## config.mk

```make
export PLATFORM = sky130hd
export DESIGN_NAME = uart_tx_frame
export DESIGN_NICKNAME = d
export VERILOG_FILES = /design/src/rtl/uart_bridge_pkg.sv /design/src/rtl/uart_tx_byte_cnt.sv /design/src/rtl/uart_tx_frame.sv
export SDC_FILE = /design/constraint.sdc
export NUM_CORES = 1
export LEC_CHECK = 0
export CAP_MARGIN = 10
export CORE_UTILIZATION = 45
export DETAILED_ROUTE_END_ITERATION = 12
export PLACE_DENSITY = 0.79
export SYNTH_ARGS = -nofsm -noshare
export SYNTH_HDL_FRONTEND = slang
export SYNTH_HIERARCHICAL = 1
export SYNTH_SLANG_ARGS = --single-unit
```

## constraint.sdc

```tcl
create_clock -name CLK -period 2.9 [get_ports CLK]
set_clock_uncertainty 0.2 [all_clocks]
set_input_delay 0.29 -clock CLK [delete_from_list [all_inputs] [get_ports CLK]]
set_output_delay 0.29 -clock CLK [all_outputs]
set_load 0.02 [all_outputs]
```

## src/rtl/uart_bridge_pkg.sv

```systemverilog
// Shared types and constants for the UART bridge transmit path.
package uart_bridge_pkg;

   localparam int FRAME_BITS     = 11;
   localparam int DEFAULT_DATA_W = 8;
   localparam int DEFAULT_CNT_W  = 3;

   typedef enum logic [2:0] {
      IDLE   = 3'd0,
      START  = 3'd1,
      DATA   = 3'd2,
      PARITY = 3'd3,
      STOP   = 3'd4
   } tx_state_e;

endpackage

```

## src/rtl/uart_tx_byte_cnt.sv

```systemverilog
// Per-packet byte counter: active-low clear has priority over increment, wraps at 2^CNT_W.
module uart_tx_byte_cnt
   import uart_bridge_pkg::*;
#(
   parameter int CNT_W = DEFAULT_CNT_W
) (
   input  logic             CLK,
   input  logic             RST,
   input  logic             clr_n_i,
   input  logic             inc_i,
   output logic [CNT_W-1:0] count_o
);

   logic [CNT_W-1:0] count_q;
   logic [CNT_W-1:0] count_d;

   always_comb begin
      count_d = count_q;
      if (!clr_n_i) begin
         count_d = '0;
      end else if (inc_i) begin
         count_d = count_q + CNT_W'(1);
      end
   end

   always_ff @(posedge CLK) begin
      if (!RST) begin
         count_q <= '0;
      end else begin
         count_q <= count_d;
      end
   end

   assign count_o = count_q;

endmodule

```

## src/rtl/uart_tx_frame.sv

```systemverilog
// UART transmit framer: start / DATA_W bits LSB-first / parity / stop, advanced on tx_en ticks.
module uart_tx_frame
   import uart_bridge_pkg::*;
#(
   parameter int DATA_W     = DEFAULT_DATA_W,
   parameter int PARITY_ODD = 0,
   parameter int CNT_W      = DEFAULT_CNT_W
) (
   input  logic              CLK,
   input  logic              RST,
   input  logic              tx_en,
   input  logic [DATA_W-1:0] OutData,
   input  logic              DataVLD_farme,
   input  logic              ENBI,
   input  logic              ENBY,
   input  logic              BYCRST,
   input  logic              Err,
   output logic              TX,
   output logic              Bit_done,
   output logic [CNT_W-1:0]  count,
   output logic              FBUSY
);

   localparam int   IDX_W    = (DATA_W > 1) ? $clog2(DATA_W) : 1;
   localparam logic PAR_BASE = (PARITY_ODD != 0);
   localparam logic [IDX_W-1:0] IDX_LAST = IDX_W'(DATA_W - 1);

   tx_state_e         state_q;
   logic [DATA_W-1:0] shreg_q;
   logic [IDX_W-1:0]  idx_q;
   logic [IDX_W-1:0]  idx_d;
   logic              par_q;
   logic              par_d;
   logic              tx_q;
   logic              done_q;
   logic              busy_q;
   logic              cnt_inc;

   assign idx_d = idx_q + IDX_W'(1);
   assign par_d = (^OutData) ^ PAR_BASE ^ Err;

   // state_q names the bit currently driven on TX; Bit_done drops on the very next CLK
   always_ff @(posedge CLK) begin
      if (!RST) begin
         state_q <= IDLE;
         shreg_q <= '0;
         idx_q   <= '0;
         par_q   <= 1'b0;
         tx_q    <= 1'b1;
         done_q  <= 1'b0;
         busy_q  <= 1'b0;
      end else begin
         done_q <= 1'b0;
         if (tx_en) begin
            case (state_q)
               IDLE: begin
                  if (DataVLD_farme && ENBI) begin
                     shreg_q <= OutData;
                     par_q   <= par_d;
                     tx_q    <= 1'b0;
                     state_q <= START;
                     busy_q  <= 1'b1;
                  end
               end
               START: begin
                  tx_q    <= shreg_q[0];
                  idx_q   <= '0;
                  state_q <= DATA;
               end
               DATA: begin
                  if (idx_q != IDX_LAST) begin
                     idx_q <= idx_d;
                     tx_q  <= shreg_q[idx_d];
                  end else begin
                     tx_q    <= par_q;
                     state_q <= PARITY;
                  end
               end
               PARITY: begin
                  tx_q    <= 1'b1;
                  state_q <= STOP;
               end
               STOP: begin
                  done_q  <= 1'b1;
                  state_q <= IDLE;
                  busy_q  <= 1'b0;
               end
               default: begin
                  tx_q    <= 1'b1;
                  state_q <= IDLE;
                  busy_q  <= 1'b0;
               end
            endcase
         end
      end
   end

   assign cnt_inc = tx_en & (state_q == STOP) & ENBY;

   uart_tx_byte_cnt #(
      .CNT_W(CNT_W)
   ) u_byte_cnt (
      .CLK     (CLK),
      .RST     (RST),
      .clr_n_i (BYCRST),
      .inc_i   (cnt_inc),
      .count_o (count)
   );

   assign TX       = tx_q;
   assign Bit_done = done_q;
   assign FBUSY    = busy_q;

endmodule

```

; Word level (Yosys, flattened, before mapping)
; Cells that the tools add are included.
[totals]
register_bits = 21
latch_bits = 0
ram_bits = 0
rom_bits = 0
output_inout_bits = 6
word_cells = 49
mem_count = 0
[classes]
n_addsub = 2
mul = 0
n_div = 0
magnitude_cmp = 1
eq_ne = 8
shifts = 0
n_mux = 13
bitwise = 5
reduce_logical = 12
[ops]
columns = cell, count
row1 = AND reduction 3 bit, 5
row2 = case mux 3 bit (4 select lines), 1
row3 = 2-to-1 mux 3 bit, 3
row4 = XOR reduction 8 bit, 1
row5 = "adder 3 x 1 -> 3 bit, second input constant", 2
row6 = "equality test 3 x 2 -> 1 bit, second input constant", 2
row7 = "!= test 2 bit, second input constant", 3
row8 = case mux 3 bit (2 select lines), 1
row9 = 2-to-1 mux 1 bit, 5
row10 = "less-than comparator 3 x 4 -> 1 bit, second input constant", 1
row11 = case mux 1 bit (4 select lines), 1
row12 = AND reduction 2 bit, 2
row13 = binary-select mux 1 bit (select 3 bit), 1
row14 = "equality test 3 x 1 -> 1 bit, second input constant", 1
row15 = "equality test 3 bit, second input constant", 1
row16 = zero test 3 bit, 1
row17 = "!= test 3 bit, second input constant", 1
row18 = OR reduction 3 bit, 1
row19 = bitwise AND 1 bit, 2
row20 = NOT 1 bit, 2
row21 = case mux 1 bit (2 select lines), 1
row22 = nonzero test 2 bit, 1
row23 = logical AND 1 bit, 1
row24 = XOR 1 bit, 1

; Logic depth before layout (Yosys ltp)
[depth]
depth_word = 5
ltp_mapped = 7
ltp_nobuf = 7

; Hierarchy
; The synthesis kept the hierarchy.
[modules_own_cells]
columns = module, n_inst, cells_per_inst, area_per_inst_um2
row1 = uart_tx_frame, 1, 102, 972.2
row2 = uart_tx_byte_cnt, 1, 12, 125.1

; Least setup slack after synthesis
; OpenSTA, ideal clock, no wires.
[synth_timing]
path_type = register -> register
from = register idx_q[0]
to = register tx_q (netlist: TX)
setup_time_ns = 0.119
t_arrival_ns = 1.474
t_required_ns = 2.581
setup_slack_ns = 1.107
stages_incl_launch_ff = 7
period_less_slack_ns = 1.793
cell_sequence = dfxtp_1 > ha_1 > ha_1 > a2111oi_0 > a311oi_1 > a31oi_1 > o21ai_1
[synth_via]
elab_chain_cells = 5
elab_cells_between_ends = 6
[synth_lines]
columns = element, line_no
row1 = from (decl), uart_tx_frame.sv:30  ; logic [IDX_W-1:0] idx_q;
row2 = from (signal assigned), uart_tx_frame.sv:72  ; idx_q <= idx_d;
row3 = adder 3 x 1 -> 3 bit, uart_tx_frame.sv:39  ; assign idx_d = idx_q + IDX_W'(1);
row4 = binary-select mux 1 bit (select 3 bit), uart_tx_frame.sv:73  ; tx_q <= shreg_q[idx_d];
row5 = 2-to-1 mux 1 bit (not written as such), uart_tx_frame.sv:73
row6 = 2-to-1 mux 1 bit *, uart_tx_frame.sv:71  ; if (idx_q != IDX_LAST) begin
row7 = case mux 1 bit (4 select lines) *, uart_tx_frame.sv:55  ; case (state_q)
row8 = to (signal assigned), uart_tx_frame.sv:66  ; tx_q <= shreg_q[0];
row9 = to (signal assigned), uart_tx_frame.sv:73
row10 = to (signal assigned), uart_tx_frame.sv:75  ; tx_q <= par_q;
row11 = to (decl), uart_tx_frame.sv:34  ; logic tx_q;
; Mark *: on every way between the ends. The rest lies on a longest branch, timed or not. The select of a mux whose other input is x is not followed.
; A chain may end at the register's enable or synchronous reset.

; Worst setup path in the final report
[layout_timing]
from = input tx_en
to = register par_q
[layout_via]
elab_chain_cells = 1
[layout_lines]
columns = element, line_no
row1 = from (decl), uart_tx_frame.sv:11  ; input logic tx_en,
row2 = AND reduction 3 bit (no source line), n/a
row3 = to (signal assigned), uart_tx_frame.sv:59  ; par_q <= par_d;
row4 = to (decl), uart_tx_frame.sv:32  ; logic par_q;
; No other way between the ends.

==> metrics.md <==
| Metric | Value |
|---|---|
| CP peak stage delay | 0.59 ns |
| GRT Total Usage | between 10% and 20% |
| Fin nets | between 150 and 200 |
| Boundary Pins | 22 |
| CTS root buffer | clkbuf_4 |
| Std-Cell Rows | 17 |
| RD Place Congestion | around 0.76 |
| Synth Instances | approximately 110 |
| Drt pass-1 iters | 4 |
| Initial core utilization | 48.7% |
| Leading area contributor after synthesis | dfxtp_1 |
| Count of cell types in the netlist | 32 |
| Ys flop type | dfxtp_1 |
| Peak Freq | between 400 and 500 MHz |
| WHS | 0.305 ns |
| Cell leakage power | approximately 0.00052 uW |
| Buf/Inv on CP | 1 |
| Total power | ~530 uW |
| Pin count of the biggest net entering global routing | 20 |
| Synth Warn # | 6 |
| Antenna Cells | 0 |
| Pins Over Slew Limit | 0 |
| Crit path capture type | register |
| Top delay family on crit path | simple AND/OR/NAND/NOR gates |
| Hold_sp | FBUSY |
| Cts repair resizes | 0 |
| Postcts setup bufs | 0 |
| Worst-Skew Late Latency | roughly 0.30 ns |
| Layout cells sized above 1 | 4.51% |
| Ranking of synthesized cells by area | dfxtp_1 38%, mux2i_1 11%, nor2b_1 8.0% |
| CTS tree | yes |
| Hold path cells | 2 |
| Unrepaired setup endpoints after global routing | no |
| Worst reg2reg path endpoint | TX |
| Gr ovfl total | 0 |
| Final setup violation count | 0 |
| DP Area | around 0.0013 mm^2 |
| Worst Setup Start Kind | primary input |
| Reg2Reg Setup Slack | ~0.89 ns |
| Reg2Reg Depth | 6 |
| Slew margin rel. | around 64% |
| Sequential-to-total area share from yosys stat | 38.3% |
| Die height | just over 50 um |
| CTS H-tree depth | 1 |
| Asr flop ratio synth | 0% |
| Clock Sinks | 21 |
| Crit Path Category | in2reg |
| Port Buf Inserts | 21 |
| Die ar. | between 0.002 and 0.003 mm^2 |
| Post-synth EDFFs | 0 |
| Status | finished clean |
| VDD IR max | roughly 0.21 mV |
| Vias per inst | about 5.3 |
| Die Wd | about 50 um |
| Hold endpoint | FBUSY |
| Average size of a mapped cell | about 9.6 um^2 |
| Flops & latches, synth | 21 |
| Area of the core | roughly 0.0023 mm^2 |
| Final core occ | between 50% and 60% |
| PD cells | between 400 and 500 mW/mm^2 |
| Final min period | 2.18 ns |
| Maximum clock path buffer count | 2 |
| Vias in the first global route | 791 |
| Final hold violation count | 0 |
| Max-cap violations | 0 |
| Critical path data arrival time | 2.19 ns |
| Mean routed wirelength per cell | ~12 um |
| Number of remaining DRC errors | 0 |
| Synth Cell Area | 0.00110 mm^2 |
| Worst-Margin Slew | roughly 0.54 ns |
| Syn_nets | about 130 |
| CTS clock-pin slew for the worst setup and hold paths | between 0.1 and 0.15 ns |
| Reg2reg start | idx_q[0] |
| Setup TNS | 0 ns |
| DP HPWL | between 1000 and 1500 um |
| First-pass GRT wire length | ~3400 um |
| Syn-to-layout area delta | 20.2% |
| Crit-path slowest cell | clkdlybuf4s50_1 |
| Share of the synthesized area in the top cell type | a little under two fifths |
| Final instance area | 0.00132 mm^2 |
| HP Class | reg2reg |
| Via count | ~850 |
| Cell Chain, Critical Path | clkdlybuf4s50_1 > nor2b_1 > nand4_2 > nand2_1 > o21ai_1 > and2_1 |
| Inserted Clock Buffers | 3 |
| Hold buffers post-CTS | 0 |
| Period utilization | about three quarters |
| Required @ worst endpoint | 2.90 ns |
| Initial antenna violation count | 0 |
| Iteration-0 DRC Markers | 11 |
| Worst-path maximum fanout | 10 |
| WL final | ~1900 um |
| Detail Route Antenna Nets | 0 |
## stage by stage
| step | cells | setup slack, ns |
|---|---|---|
| 4_1_cts | 161 | 0.725 |
| 5_1_grt | 161 | 0.553 |
| 3_3_place_gp | 157 | 0.511 |
| 3_5_place_dp | 157 | 0.407 |
| 6_report | 161 | 0.717 |
| 2_1_floorplan | 114 | 1.11 |
## cell usage after synthesis (2+ instances only)
cell type and n:
a2111oi_0 2, a21oi_1 6, a32oi_1 2, and2_1 2
and4_1 2, buf_2 3, dfxtp_1 21, ha_1 3
inv_1 3, mux2i_1 12, nand2_1 7, nand3_1 2
nand3b_1 2, nor2_1 7, nor2b_1 14, o211ai_1 2
o21ai_1 4, xnor2_1 5, xor2_1 2
## worst max path at each step
| stage | from | to | slack [ns] | cells after the start |
|---|---|---|---|---|
| finish | tx_en | par_q | 0.72 | 6 |
| global route | tx_en | par_q | 0.55 | 6 |
| CTS | tx_en | par_q | 0.73 | 6 |
| detailed placement | tx_en | par_q | 0.41 | 6 |
| global placement | tx_en | par_q | 0.51 | 6 |
| floorplan | idx_q[0] | TX | 1.11 | 6 |
## area by class of cell
type	instances	area, um^2
Fill cell	209	936
Inverter	3	11.3
Multi-Input combinational cell	84	616
Tap cell	28	35.0
Sequential cell	21	420
Clock buffer	4	26.3
Timing Repair Buffer	21	210
## state kept, by name, indices dropped and copies added (netlist names)
register and count:
shreg_q 8, idx_q 3, state_q 3, u_byte_cnt/count_o 3, Bit_done 1, FBUSY 1
TX 1, par_q 1
## worst min-delay path, stage by stage (launching register included)
cell and delay (ns):
dfxtp_1 0.35, a41oi_1 0.05, nor2_1 0.08
## cells in the final DEF, fill, tap and decap left out, drive strengths merged, types with 3 or more instances in the layout
master and count:
a21oi 6, clkbuf 4, clkdlybuf4s50 21, dfxtp 21, ha 3, inv 3
mux2i 12, nand2 7, nor2 7, nor2b 14, o21ai 5, xnor2 5
## routing by layer
| layer | global-route usage [%] | routed length, um | part of all wire (%) | up-vias |
|---|---|---|---|---|
| met1 | 21.9 | 949 | 49 | 385 |
| met5 | 0 | 0 | 0 | - |
| met2 | 27.7 | 909 | 47 | 16 |
| li1 | - | - | - | 442 |
| met3 | 1.79 | 51 | 2.7 | 3 |
| met4 | 5.41 | 14 | 0.73 | 0 |
## where the power goes
group | switching (uW) | leakage, uW | internal, uW
clock network | 84.2 | 0.0000150 | 53.6
registers | 6.15 | 0.000170 | 296
logic | 36.1 | 0.000331 | 52.0
## cells by family after synthesis
kind of cell	Yosys count	share of synthesized area [%]
flops	21	38.3
fa+ha+maj	3	3.42
simple gates	39	20.8
mux	12	10.9
compound gates	22	13.3
buf+inv	9	5.59
xor+xnor	8	7.64
Note: power is estimated with default switching activity, not from simulation.
